### src/rtl/mem_arb_pkg.sv
// Shared definitions for the two-port memory arbiter: FSM state encodings and port identifiers.
package mem_arb_pkg;

  typedef enum logic [1:0] {
    ARB_IDLE = 2'd0,
    ARB_OWN0 = 2'd1,
    ARB_OWN1 = 2'd2
  } arb_state_t;

  typedef enum logic {
    PORT0 = 1'b0,
    PORT1 = 1'b1
  } port_id_t;

endpackage

### src/rtl/mem_arb_lock_timer.sv
// Lock-timeout counter: counts consecutive locked grants and flags the LOCK_MAX-th one.
module mem_arb_lock_timer #(
  parameter int unsigned LOCK_MAX = 16
) (
  input  logic clk,
  input  logic rst,
  input  logic clear,
  input  logic count,
  output logic expire
);

  localparam int unsigned CW = $clog2(LOCK_MAX + 1);
  localparam logic [CW-1:0] LAST = CW'(LOCK_MAX - 1);

  logic [CW-1:0] cnt;

  // The grant that acquires ownership counts as the first of the run.
  assign expire = count && (cnt == LAST);

  always_ff @(posedge clk) begin
    if (rst || clear) begin
      cnt <= '0;
    end else if (count) begin
      cnt <= cnt + CW'(1);
    end
  end

endmodule

### src/rtl/mem_arbiter.sv
// Round-robin arbiter with burst locking sharing a single-port byte memory between two clients.
// Define MEM_ARBITER_LOCK_GUARD_EN to force release of a lock after LOCK_MAX consecutive grants.
module mem_arbiter
  import mem_arb_pkg::*;
#(
  parameter int unsigned ADDR_W   = 16,
  parameter int unsigned DATA_W   = 8,
  parameter int unsigned LOCK_MAX = 16
) (
  input  logic              clk,
  input  logic              rst,
  input  logic              req0,
  input  logic              we0,
  input  logic              lock0,
  input  logic [ADDR_W-1:0] addr0,
  input  logic [DATA_W-1:0] wdata0,
  input  logic              req1,
  input  logic              we1,
  input  logic              lock1,
  input  logic [ADDR_W-1:0] addr1,
  input  logic [DATA_W-1:0] wdata1,
  output logic              gnt0,
  output logic              gnt1,
  output logic              rvalid0,
  output logic              rvalid1,
  output logic [DATA_W-1:0] rdata0,
  output logic [DATA_W-1:0] rdata1,
  output logic              mem_read,
  output logic              mem_write,
  output logic [ADDR_W-1:0] mem_addr,
  output logic [DATA_W-1:0] mem_wdata,
  input  logic [DATA_W-1:0] mem_rdata
);

  if (LOCK_MAX < 1) begin : g_bad_lock_max
    $error("LOCK_MAX must be at least 1");
  end

  arb_state_t state, state_nx;
  port_id_t   last, last_nx;
  logic       g0, g1;

  always_comb begin
    g0 = 1'b0;
    g1 = 1'b0;
    if (!rst) begin
      unique case (state)
        ARB_IDLE: begin
          if (req0 && req1) begin
            g0 = (last == PORT1);
            g1 = (last == PORT0);
          end else begin
            g0 = req0;
            g1 = req1;
          end
        end
        ARB_OWN0: g0 = req0;
        ARB_OWN1: g1 = req1;
        default: ;
      endcase
    end
  end

`ifdef MEM_ARBITER_LOCK_GUARD_EN
  logic expire;
  logic timer_clear;
  logic timer_count;

  assign timer_count = (g0 && lock0) || (g1 && lock1);
  assign timer_clear = (state_nx == ARB_IDLE);

  mem_arb_lock_timer #(
    .LOCK_MAX(LOCK_MAX)
  ) u_lock_timer (
    .clk   (clk),
    .rst   (rst),
    .clear (timer_clear),
    .count (timer_count),
    .expire(expire)
  );
`endif

  // Any cycle without a locked grant by the current winner falls back to IDLE.
  always_comb begin
    state_nx = ARB_IDLE;
    last_nx  = last;
    if (g0) begin
      last_nx  = PORT0;
      state_nx = lock0 ? ARB_OWN0 : ARB_IDLE;
    end else if (g1) begin
      last_nx  = PORT1;
      state_nx = lock1 ? ARB_OWN1 : ARB_IDLE;
    end
`ifdef MEM_ARBITER_LOCK_GUARD_EN
    if (expire) begin
      state_nx = ARB_IDLE;
    end
`endif
  end

  always_ff @(posedge clk) begin
    if (rst) begin
      state <= ARB_IDLE;
      last  <= PORT1;
    end else begin
      state <= state_nx;
      last  <= last_nx;
    end
  end

  assign gnt0 = g0;
  assign gnt1 = g1;

  always_comb begin
    mem_read  = 1'b0;
    mem_write = 1'b0;
    mem_addr  = '0;
    mem_wdata = '0;
    if (g0) begin
      mem_read  = !we0;
      mem_write = we0;
      mem_addr  = addr0;
      mem_wdata = wdata0;
    end else if (g1) begin
      mem_read  = !we1;
      mem_write = we1;
      mem_addr  = addr1;
      mem_wdata = wdata1;
    end
  end

  always_ff @(posedge clk) begin
    if (rst) begin
      rvalid0 <= 1'b0;
      rvalid1 <= 1'b0;
      rdata0  <= '0;
      rdata1  <= '0;
    end else begin
      rvalid0 <= g0 && !we0;
      rvalid1 <= g1 && !we1;
      if (g0 && !we0) begin
        rdata0 <= mem_rdata;
      end
      if (g1 && !we1) begin
        rdata1 <= mem_rdata;
      end
    end
  end

endmodule
### config.mk
export PLATFORM = sky130hd
export DESIGN_NAME = mem_arbiter
export DESIGN_NICKNAME = d
export VERILOG_FILES = /design/src/rtl/mem_arb_pkg.sv /design/src/rtl/mem_arb_lock_timer.sv /design/src/rtl/mem_arbiter.sv
export SDC_FILE = /design/constraint.sdc
export NUM_CORES = 1
export LEC_CHECK = 0
export ABC_AREA = 1
export CAP_MARGIN = 10
export CORE_ASPECT_RATIO = 1.4
export CORE_MARGIN = 2
export CORE_UTILIZATION = 25
export CTS_BUF_LIST = sky130_fd_sc_hd__clkbuf_4
export DETAILED_ROUTE_END_ITERATION = 12
export PLACE_DENSITY = 0.67
export SLEW_MARGIN = 20
export SYNTH_ARGS = -nofsm -noshare
export SYNTH_HDL_FRONTEND = slang
export SYNTH_SLANG_ARGS = --single-unit
### constraint.sdc
create_clock -name clk -period 1.5 [get_ports clk]
set_clock_uncertainty 0.05 [all_clocks]
set_input_delay 0.3 -clock clk [delete_from_list [all_inputs] [get_ports clk]]
set_output_delay 0.3 -clock clk [all_outputs]
set_load 0.02 [all_outputs]
==> impl_metrics.toml <==
[pwr]
p_leak_nw = 1.56
power_per_cell_area_mw_per_mm2 = 563
ir_drop_mv = 0.282

[floorplan]
die_w_um = 66.0
dieArea_mm2 = 0.00600
initial_utilization_pct = 25.9
die_h_um = 90.8
num_rows = 31
ios = 110
core_mm2 = 0.00520

[setup_path]
regToRegSetupSlack_ps = 150
criticalPathCategory = "flop to output port"
end_kind = "output port"
crit_fanout = 6
cp.required_ps = 1150
startpoint_type = "flop"
critPathArrivalTime_ps = 1450

[timing]
grt_setup_unrepaired = "true"
slew_headroom_pct = 82.8
finalWorstSetupSlack_ps = -305
fin_crit_sh_pct = 120
max_freq_ghz = 0.554
hold_ws_ps = 407
tightest_slew_ps = 258
slew_violations = 0
period_needed_ps = 1800
timing_hold_violations_final = 0
setup_viol = 28

[yosys]
synthCells = 231
synth.avg_cell_area_um2 = 5.83
yosys.area.top_type = "dfxtp_1"
yosys_warnings = 0
yosysSeqAreaShare_pct = 31.2
yosysTopAreaCellShare_pct = 31.2
synthTopCellsByArea = "dfxtp_1, nand2_1, inv_1"
syn_area_mm2 = 0.00135
synth_nets = 295
synth-seq-cells = 21
synth_cell_types = 18

[global_routing]
overflow = 0
grt_max_degree = 18
grt_usage_pct = 17.3
grt_pass1_vias = 1844
antenna_found_initial = 0
grt_pass1_wl_um = 8110

[placed_design]
dpl_cell_area_mm2 = 0.00264
portBuffers = 109
dpl.cell_count = 416
globalplace.congestion = 0.866
dp_hpwl_um = 3670

[drt]
initialDrtViolationCount = 69
vias = 1795
totalWireLength_um = 4980
post_drt_wl_per_cell_um = 11.6
post_drt_via_cell_ratio = 4.17
first_pass_iters = 4
drtAntennaViolNets = 0
drc = 0

[clock_network]
cts_hold_buf = 0
cts_tree = "built"
insertion_delay_ps = 310
cts_root_buf = "clkbuf_4"
cts_buffers = 3
clk_pin_slew_ps = 120
htreeDepth = 1
cts_sinks = 21
clock_path_buffers = 2

[outcome]
status = "finished with violations"
failed_checks = "setup timing"

[cells_and_area]
syn_to_final_growth_pct = 121
diodes = 0
fin_cells = 430
drive_gt1_share_pct = 31.0
num-nets-final = 429
fin_area_mm2 = 0.00297

[hold_path]
hold_path_class = "input port to flop"

[run]
max_cap_viol_count = 0
-- cells in the mapped netlist --
| library cell | n |
|---|---|
| nand4_1 | 16 |
| inv_2 | 2 |
| buf_2 | 1 |
| clkinv_1 | 4 |
| dfxtp_1 | 21 |
| nand2_2 | 1 |
| inv_1 | 45 |
| nand2_4 | 2 |
| buf_4 | 3 |
| nand3_2 | 3 |
| nand3_1 | 1 |
| o22ai_1 | 1 |
| nor2_4 | 2 |
| clkinv_2 | 1 |
| buf_6 | 2 |
| nand3_4 | 1 |
| nor2_1 | 18 |
| nand2_1 | 107 |
-- flip-flops by register name, indices dropped and copies added (netlist names) --
register and count:
rdata0 8, state 2, rdata1 8, rvalid1 1, rvalid0 1, last 1
-- where the power goes --
group / leakage (nW) / switching [W] / internal [W] / total (W)
Clock: 0.0184 / 0.000175 / 0.000122 / 0.000297
Sequential: 0.172 / 0.0000123 / 0.000586 / 0.000599
Combinational: 1.37 / 0.000358 / 0.000420 / 0.000779
Total: 1.56 / 0.000546 / 0.00113 / 0.00167
-- timing repair --
| action | CTS | global route |
|---|---|---|
| setup endpoints to repair | 46 | 28 |
| setup buffers | 6 | 0 |
| gates resized for setup | 220 | 22 |
| cloned | 3 | 1 |
| pin swaps | 5 | 8 |
-- path summary, 6_finish.rpt --
kind | depth (start not counted) | endpoint | start
setup reg to reg | 10 | rdata1[7] | state[0]
setup / recovery | 9 | mem_addr[15] | state[0]
hold / removal | 4 | last | req0
hold reg to reg | 4 | rdata0[7] | rdata0[7]
-- cells by family (layout without fill, tap and decap cells) --
| family | count (synthesis) | count (layout) | share of synthesized area (%) |
|---|---|---|---|
| AO/OA/AOI/OAI | 1 | 1 | 0.465 |
| flip-flops | 21 | 21 | 31.2 |
| AND/OR/NAND/NOR | 151 | 151 | 50.0 |
| buffers and inverters | 58 | 191 | 18.3 |
-- layout make-up --
type                       count  area [µm²]
fill                         538        2220
inverter                      52         210
sequential                    21         424
clock buffer                   4        30.0
tap                           66        82.6
multi-input combinational    152         811
timing repair buffer         135        1420
-- routing by layer --
layer / routed length (µm) / vias up / global-route usage (%) / part of all wire (%)
met5: 0 / - / 0 / 0
met1: 1820 / 751 / 19.9 / 37
met3: 590 / 5 / 5.24 / 12
li1: - / 944 / - / -
met2: 2520 / 95 / 30.2 / 51
met4: 51 / 0 / 4.76 / 1.0
-- metrics by stage --
| step | TNS [ps] | util, % | worst slack (ps) | power, W |
|---|---|---|---|---|
| floorplan | 0 | - | 0.697 | 0.000905 |
| global placement | -28630 | 50.7 | -892 | 0.00129 |
| detailed placement | -28920 | 50.7 | -903 | 0.00129 |
| CTS | -7250 | 55.4 | -289 | 0.00167 |
| global route | -9800 | 57.2 | -375 | 0.00179 |
| finish | -7470 | 57.2 | -305 | 0.00167 |
-- critical path, stage by stage (launching register included) --
cell and delay (ps):
dfxtp_2 350, inv_4 60, nand2_4 40, nor2_4 130, nand2_4 80, inv_8 100, clkbuf_16 150, nand2_1 50
nand2_1 70, buf_6 120
-- placed cells by master, fill, tap and decap left out, types with 4 or more instances in the layout --
cell and n:
dlygate4sd2_1 21, buf_6 31, clkdlybuf4s50_1 60, nand2_1 69, dfxtp_1 18, nand2_2 33
inv_1 45, nand4_1 16, nand2_4 8, buf_4 16, clkbuf_4 4, nor2_1 18
Power figures use the tool's default switching activity.
